File: config.mk
export PLATFORM = sky130hd
export DESIGN_NAME = elastic_pipeline
export DESIGN_NICKNAME = d
export VERILOG_FILES = /design/src/rtl/elastic_pipeline.sv
export SDC_FILE = /design/constraint.sdc
export NUM_CORES = 1
export LEC_CHECK = 0
export ABC_AREA = 1
export ABC_CLOCK_PERIOD_IN_PS = 1770
export CAP_MARGIN = 20
export CELL_PAD_IN_SITES_DETAIL_PLACEMENT = 0
export CELL_PAD_IN_SITES_GLOBAL_PLACEMENT = 1
export CORE_MARGIN = 2
export CORE_UTILIZATION = 42
export DETAILED_ROUTE_END_ITERATION = 6
export PLACE_DENSITY_LB_ADDON = 0.08
export SETUP_SLACK_MARGIN = 0.1
export SLEW_MARGIN = 20
export SYNTH_ARGS = -nofsm -noshare
export SYNTH_HDL_FRONTEND = slang
export SYNTH_HIERARCHICAL = 1
export SYNTH_SLANG_ARGS = --single-unit
export TNS_END_PERCENT = 100
File: constraint.sdc
create_clock -name clk -period 1.77 [get_ports clk]
set_input_delay 0.177 -clock clk [delete_from_list [all_inputs] [get_ports clk]]
set_output_delay 0.177 -clock clk [all_outputs]
set_load 0.03 [all_outputs]
File: src/rtl/elastic_pipeline.sv
// Elastic pipeline: a chain of two-entry skid-buffer stages between a valid/ready
// source and sink. Every stage registers both its forward path (valid/data) and
// its backward path (ready), so long chains close timing without any
// combinational ready ripple. With zero stages the block degenerates to wires.

// One skid-buffer stage: a main register feeding the output and a skid register
// that catches the word arriving in the cycle the sink stalls.
module elastic_stage #(
  parameter int DATA_WIDTH = 8
) (
  input  logic                  clk,
  input  logic                  rst_n,
  input  logic                  in_valid,
  input  logic [DATA_WIDTH-1:0] in_data,
  output logic                  in_ready,
  output logic                  out_valid,
  output logic [DATA_WIDTH-1:0] out_data,
  input  logic                  out_ready
);

  // EMPTY: nothing held; BUSY: main holds a word; FULL: main and skid both hold words.
  typedef enum logic [1:0] {
    ST_EMPTY = 2'd0,
    ST_BUSY  = 2'd1,
    ST_FULL  = 2'd2
  } state_t;

  state_t                state_q;
  state_t                state_d;
  logic                  ready_q;
  logic [DATA_WIDTH-1:0] main_q;
  logic [DATA_WIDTH-1:0] skid_q;

  logic in_xfer;
  logic out_xfer;
  logic load_main_from_in;
  logic load_main_from_skid;
  logic load_skid;

  // ready_q is low whenever the stage is FULL, so in_xfer can never fire in FULL.
  assign in_xfer  = in_valid & ready_q;
  assign out_xfer = (state_q != ST_EMPTY) & out_ready;

  // Next-state and data-steering decode for the stage.
  always_comb begin
    // NOTE: every signal assigned in this block gets a default first, so no path leaves it unassigned and no latch is inferred.
    state_d             = state_q;
    load_main_from_in   = 1'b0;
    load_main_from_skid = 1'b0;
    load_skid           = 1'b0;

    unique case (state_q)
      ST_EMPTY: begin
        if (in_xfer) begin
          state_d           = ST_BUSY;
          load_main_from_in = 1'b1;
        end
      end

      ST_BUSY: begin
        if (in_xfer && out_xfer) begin
          // Word leaves and a new one replaces it in the same cycle.
          load_main_from_in = 1'b1;
        end else if (in_xfer) begin
          // Sink stalled: park the new word in the skid register.
          state_d   = ST_FULL;
          load_skid = 1'b1;
        end else if (out_xfer) begin
          state_d = ST_EMPTY;
        end
      end

      ST_FULL: begin
        if (out_xfer) begin
          // Skid word becomes the head; input stays closed this cycle.
          state_d             = ST_BUSY;
          load_main_from_skid = 1'b1;
        end
      end

      default: begin
        state_d = ST_EMPTY;
      end
    endcase
  end

  // State and registered ready; ready is computed from the next state so it is
  // valid in the same cycle the stage reaches that state.
  always_ff @(posedge clk or negedge rst_n) begin
    if (!rst_n) begin
      state_q <= ST_EMPTY;
      ready_q <= 1'b0;
    end else begin
      // NOTE: sequential state uses non-blocking assignments so every register samples pre-edge values regardless of block ordering.
      state_q <= state_d;
      ready_q <= (state_d != ST_FULL);
    end
  end

  // Payload registers; their contents only matter while the matching state says valid.
  // NOTE: data registers carry no reset; validity lives entirely in state_q, which is reset.
  always_ff @(posedge clk) begin
    if (load_main_from_in) begin
      main_q <= in_data;
    end else if (load_main_from_skid) begin
      main_q <= skid_q;
    end
    if (load_skid) begin
      skid_q <= in_data;
    end
  end

  assign in_ready  = ready_q;
  assign out_valid = (state_q != ST_EMPTY);
  assign out_data  = main_q;

endmodule

// Top level: PIPELINE_STAGES skid-buffer stages in series, or a straight
// wire-through when PIPELINE_STAGES is zero.
module elastic_pipeline #(
  parameter int DATA_WIDTH      = 8,
  parameter int PIPELINE_STAGES = 2
) (
  input  logic                  clk,
  input  logic                  rst_n,
  input  logic                  s_valid,
  input  logic [DATA_WIDTH-1:0] s_data,
  output logic                  s_ready,
  output logic                  m_valid,
  output logic [DATA_WIDTH-1:0] m_data,
  input  logic                  m_ready
);

  generate
    if (PIPELINE_STAGES == 0) begin : g_wire
      // Pure combinational pass-through; clock and reset have nothing to drive.
      logic unused_clk_rst;
      assign unused_clk_rst = clk ^ rst_n;

      assign m_valid = s_valid;
      assign m_data  = s_data;
      assign s_ready = m_ready;
    end else begin : g_chain
      // Link k carries the handshake between stage k-1 and stage k; link 0 is
      // the source port and link PIPELINE_STAGES is the sink port.
      logic                  link_valid [0:PIPELINE_STAGES];
      logic [DATA_WIDTH-1:0] link_data  [0:PIPELINE_STAGES];
      logic                  link_ready [0:PIPELINE_STAGES];

      assign link_valid[0]               = s_valid;
      assign link_data[0]                = s_data;
      assign s_ready                     = link_ready[0];
      assign m_valid                     = link_valid[PIPELINE_STAGES];
      assign m_data                      = link_data[PIPELINE_STAGES];
      assign link_ready[PIPELINE_STAGES] = m_ready;

      for (genvar k = 0; k < PIPELINE_STAGES; k++) begin : g_stage
        elastic_stage #(
          .DATA_WIDTH(DATA_WIDTH)
        ) u_stage (
          .clk      (clk),
          .rst_n    (rst_n),
          .in_valid (link_valid[k]),
          .in_data  (link_data[k]),
          .in_ready (link_ready[k]),
          .out_valid(link_valid[k+1]),
          .out_data (link_data[k+1]),
          .out_ready(link_ready[k+1])
        );
      end
    end
  endgenerate

endmodule

== Word level (Yosys, flattened, before mapping) ==
Cells that the tools add are included.

* Register bits: 38
* Bits in latches: 0
* RAM bits: 0
* Bits in read-only memories: 0
* Bits of input ports: 12
* Output and inout port bits: 10
* Memories kept: 0

* Add/sub/neg operators: 0
* $mul: 0
* Div/mod/pow operators: 0
* Order comparisons: 0
* Eq/ne operators: 6
* Shift-type cells: 0
* Muxes and demuxes: 29
* Bitwise gates (word level): 3
* Reduce and logical (&&, ||, !) cells: 8

{| class="wikitable"
|+ Operators with widths
! cell !! count
|-
| $mux 8 || 4
|-
| $mux 2 || 10
|-
| $pmux 2 s3 || 2
|-
| $mux 1 || 11
|-
| $reduce_bool 2->1 || 4
|-
| $eq 2x1->1 const B || 2
|-
| $eq 2x2->1 const B || 2
|-
| $logic_not 2->1 || 2
|-
| $ne 2x2->1 const B || 2
|-
| $pmux 1 s2 || 2
|-
| $and 1x1->1 || 3
|-
| $logic_and 1x1->1 || 2
|}

== Logic depth before layout (Yosys ltp) ==
* Depth in word-level cells: 7
* Gate-level depth with buffers: 7
* Gate-level depth less buffers: 7

== Cells and area by module ==
The synthesis kept the hierarchy.

{| class="wikitable"
|+ Modules (own cells, without submodules)
! module !! instances !! cells each !! area each (sq um) !! sequential area each (sq um)
|-
| elastic_stage || 2 || 62 || 757.0 || 555.5
|}

== Least setup slack after synthesis ==
OpenSTA, ideal clock, no wires.

* Kind: flip-flop to flip-flop
* Start point: reg g_chain.g_stage[0].u_stage.ready_q
* End point: reg g_chain.g_stage[0].u_stage.main_q[0], enable pin
* Arrival time: 1.135 ns
* Path slack: 0.306 ns
* Stages on the path, launching flop included: 5
* Buffers on the path: 0
* Clock period less this slack: 1.464 ns
* Cells stage by stage: dfrtp_1 nand2_2 nor2_4 nand2_4 nand2_1

* Word-level cells in the longest chain between the ends: 5

{| class="wikitable"
|+ RTL lines
! element !! line !! source
|-
| start, declared || 30 || <nowiki>logic ready_q;</nowiki>
|-
| start signal, assigned || 96 || <nowiki>ready_q <= (state_d != ST_FULL);</nowiki>
|-
| $and 1x1->1 (*) || 41 || <nowiki>assign in_xfer = in_valid & ready_q;</nowiki>
|-
| $logic_and 1x1->1 || 61 || <nowiki>if (in_xfer && out_xfer) begin</nowiki>
|-
| $mux 1 || 61 ||
|-
| $pmux 1 s2 (*) || 52 || <nowiki>unique case (state_q)</nowiki>
|-
| $reduce_bool 2->1 (no source line) (*) || -- ||
|-
| end signal, assigned || 104 || <nowiki>main_q <= in_data;</nowiki>
|-
| end signal, assigned || 106 || <nowiki>main_q <= skid_q;</nowiki>
|-
| end, declared || 31 || <nowiki>logic [DATA_WIDTH-1:0] main_q;</nowiki>
|}

Every way passes the cells marked *; elsewhere a longest branch is shown, timed or not.
A chain may end at the register's enable or synchronous reset.

== Final worst setup path ==
* Start point: reg g_chain.g_stage[0].u_stage.ready_q
* End point: out s_ready

{| class="wikitable"
|+ RTL lines
! element !! line !! source
|-
| end, declared || 129 || <nowiki>output logic s_ready,</nowiki>
|}

No word-level cell between the ends.

==> impl.org <==
** Timing
- Final TNS setup :: 0 ps
- The worst path uses 87.4% of the clock period.
- The worst pin sits at a relative slew slack of 79.5%.
- Slew @ Worst Pin :: 306 ps
- The worst path needs 1550 ps of the cycle, external delays included.
- Setup violations remaining at the end of the flow were counted as 0.
- Setup repair after global routing left no endpoint under its margin.
- The total count of max-transition violations in the final report was 0.
- Timing would allow up to 647 MHz.
- Min setup slack post-route :: 224 ps
- The final count of hold timing violations came to 0.
- Worst clock skew :: 3.90 ps

** Logic synthesis
- Register area share after synthesis :: 73.4%
- In this run the mean area of a mapped cell was 12.2 µm².
- Post-Syn Area :: 0.00151 mm²
- In this run, synthesis produced a sequential element count of 38.
- Counting every net in the synthesized netlist gives 136.
- Number of different library cells in the post-synthesis netlist :: 11
- Of the total synthesized cell area, the portion taken by full adders, half adders and majority gates is 0%.
- Area contributors post-synth :: sky130_fd_sc_hd__edfxtp_1, sky130_fd_sc_hd__dfrtp_1, sky130_fd_sc_hd__nand2_1
- Synth top area share :: 63.5%
- Xor-xnor portion of the synthesized cell area :: 0%
- In the synthesized netlist, the number of instances is 124.
- Simple-Gate Fraction of Synth Area :: 24.0%
- Largest area contributor in the netlist :: sky130_fd_sc_hd__edfxtp_1
- Main combinational cell family by area after synthesis :: simple AND/OR/NAND/NOR gates
- Mux share of post-synthesis cell area :: 0%
- Area fraction in compound gates after synthesis :: 0.661%
- Count of synthesis-stage warnings from yosys :: 6

** Layout
- Summing all multi-input logic gate instances after layout gives 373 µm².
- Most common library cell in the layout ignoring fill and taps :: sky130_fd_sc_hd__nand2_1
- Reg area :: 0.00111 mm²
- Ant diodes :: 0
- The top cell types in the final layout, fill and taps aside, are sky130_fd_sc_hd__nand2_1, sky130_fd_sc_hd__edfxtp_1, sky130_fd_sc_hd__nand3_1, sky130_fd_sc_hd__clkdlybuf4s50_1.
- Final Util :: 54.3%
- With fillers left out, the area of the finished cells amounts to 0.00184 mm².
- After the last flow step, the layout net total stands at 166.
- P&R area growth vs syn :: 21.6%
- The post-route netlist has 12.3% of its cells at a drive strength greater than 1.
- Number of inserted filler cells in the final layout :: 296

** CTS
- The clock tree synthesis step divided the H-tree into 2 levels.
- Number of buffers created by CTS :: 5
- Buffer depth of the longest clock path :: 2
- Clk slew on worst S/H paths :: 100 ps
- Clock tree synthesis found a total of 38 sinks.
- Root buf cell :: sky130_fd_sc_hd__clkbuf_4
- Number of hold buffers added after cts :: 0
- Clock latency on the worst-skew pair, taken at its later pin, is 320 ps.
- TritonCTS built the clock tree.
- In this run the post-CTS setup repair buffer count came out at 0.
- Gates resized, CTS repair :: 1

** Detailed routing
- The first detailed-routing pass took 4 iterations.
- Wire segments on met2 add up to 1060 µm in the final route.
- Met1 routed wirelength after detailed routing :: 910 µm
- Max layer used :: met4
- Total routed wirelength :: 2140 µm
- In the final routed layout, each cell accounts on average for 10.7 µm.
- The routed layout has 945 vias.
- Detailed routing placed a total of 134 µm of wire on met3.
- Detailed Route Iter0 Violations :: 32
- After detailed routing, the number of remaining DRC violations is 0.
- Antenna Violating Nets Remaining :: 0
- Per-cell via count in the routed design :: 4.73

** Setup path
- In this run the worst path has a maximum fanout of 2.
- Startpoint of the worst setup timing path :: g_chain.g_stage[0].u_stage/in_ready
- Critical path class :: flip-flop to output pin
- On the worst path, the slowest cell contributes a delay of 670 ps.
- In this run the worst setup path terminates at s_ready.
- The worst register-to-register path ends at g_chain.g_stage[1].u_stage/out_data[3].
- RR Startpoint :: g_chain.g_stage[0].u_stage/state_q[1]
- Cells on worst reg2reg path :: 6
- Critical path buffer and inverter count :: 1
- In this run the number of cells on the critical path is 1.
- The worst setup path is launched from a flip-flop.
- Crit path arrival time :: 1370 ps
- FF-to-FF setup slack :: 290 ps
- Data on the critical path is required at its endpoint by 1590 ps.
- The critical path goes through clkdlybuf4s50_1.
- Family with the most delay on the worst path :: buffers and inverters
- Kind of end point of the critical path :: output pin
- Slowest-stage cell, CP :: sky130_fd_sc_hd__clkdlybuf4s50_1

** Die
- Number of placement rows :: 21
- Area of the core region :: 0.00339 mm²
- Horizontal extent of the die :: 64.0 µm
- I/O Pins :: 22
- Die Y-Extent :: 64.0 µm
- Total Die Area :: 0.00410 mm²
- Starting density of the core :: 44.7%

** Global routing
- Grt total ovfl :: 0
- Pin count of the biggest net entering global routing :: 11
- Global-route wire length before repair :: 3750 µm
- Vias in the first global route :: 919
- The number of antenna violations at the first check in global routing came to 0.
- Total global-route track usage :: 12.0%

** Hold path
- The worst hold path belongs to the class primary input to async pin.

** Flow run
- Max-cap violations in this run came to 0.

** Placement
- Number of port buffers :: 21
- Final RePlAce weighted congestion :: 0.739
- Post-Place Worst Slack :: 162 ps
- After legalization and detailed placement, the total HPWL measured 1680 µm.
- Post-detailed-placement cell area :: 0.00180 mm²

** Pwr
- Power density relative to cell area :: 1490 mW/mm²
- Max IR drop VDD :: 0.000556 V
- Leakage power of the design :: 0.750 nW

** Outcome
- The run finished with clean final reports.
state kept, by name (all words and copies together), names as in the netlist:
name                              cells
g_chain.g_stage.u_stage/in_ready      2
g_chain.g_stage.u_stage/out_data     16
g_chain.g_stage.u_stage/skid_q       16
g_chain.g_stage.u_stage/state_q       4
area by class of cell:
| cell class | count | share of cell area (%) |
|---|---|---|
| Multi-Input combinational cell | 78 | 20.3 |
| Timing Repair Buffer | 23 | 12.2 |
| Inverter | 8 | 1.63 |
| Tap cell | 46 | 3.13 |
| Sequential cell | 38 | 60.4 |
| Clock buffer | 7 | 2.45 |
cell families after synthesis:
group | Yosys count
DFF | 38
AOI/OAI and AO/OA | 2
buffers and inverters | 8
and+or+nand+nor | 76
Yosys cell counts:
| library cell | count |
|---|---|
| sky130_fd_sc_hd__nor2_4 | 2 |
| sky130_fd_sc_hd__edfxtp_1 | 32 |
| sky130_fd_sc_hd__nand2_1 | 40 |
| sky130_fd_sc_hd__nand3_1 | 22 |
| sky130_fd_sc_hd__nand2_2 | 2 |
| sky130_fd_sc_hd__dfrtp_1 | 6 |
| sky130_fd_sc_hd__inv_1 | 4 |
| sky130_fd_sc_hd__nand2_4 | 4 |
| sky130_fd_sc_hd__nor2_1 | 6 |
| sky130_fd_sc_hd__o21ai_0 | 2 |
| sky130_fd_sc_hd__inv_2 | 4 |
routing by layer:
metal	global-route usage (%)	vias to the layer above
li1	-	484
met1	12.7	425
met2	20.6	31
met3	5.11	5
met4	5.43	0
met5	0	-
power by group:
| group | internal [W] | switching (W) |
|---|---|---|
| sequential | 0.00128 | 0.0000996 |
| combinational | 0.000344 | 0.000619 |
| clock | 0.000150 | 0.000245 |
| total | 0.00178 | 0.000964 |
metrics by stage:
step                total power (W)  hold WS [ps]  std cells
floorplan                   0.00203          -119        124
global placement            0.00237           438        193
detailed placement          0.00239           441        193
CTS                         0.00277          70.0        200
global route                0.00290          88.6        200
finish                      0.00274          86.0        200
worst min-delay path by stage:
| stage | from | to | slack [ps] |
|---|---|---|---|
| CTS | rst_n | g_chain.g_stage[0].u_stage/in_ready | 70 |
| global placement | rst_n | g_chain.g_stage[0].u_stage/in_ready | 440 |
| detailed placement | rst_n | g_chain.g_stage[0].u_stage/in_ready | 440 |
| floorplan | rst_n | g_chain.g_stage[0].u_stage/in_ready | -120 |
| finish | rst_n | g_chain.g_stage[0].u_stage/state_q[1] | 90 |
| global route | rst_n | g_chain.g_stage[0].u_stage/in_ready | 90 |
No activity file was read; power rests on OpenSTA's default activity.
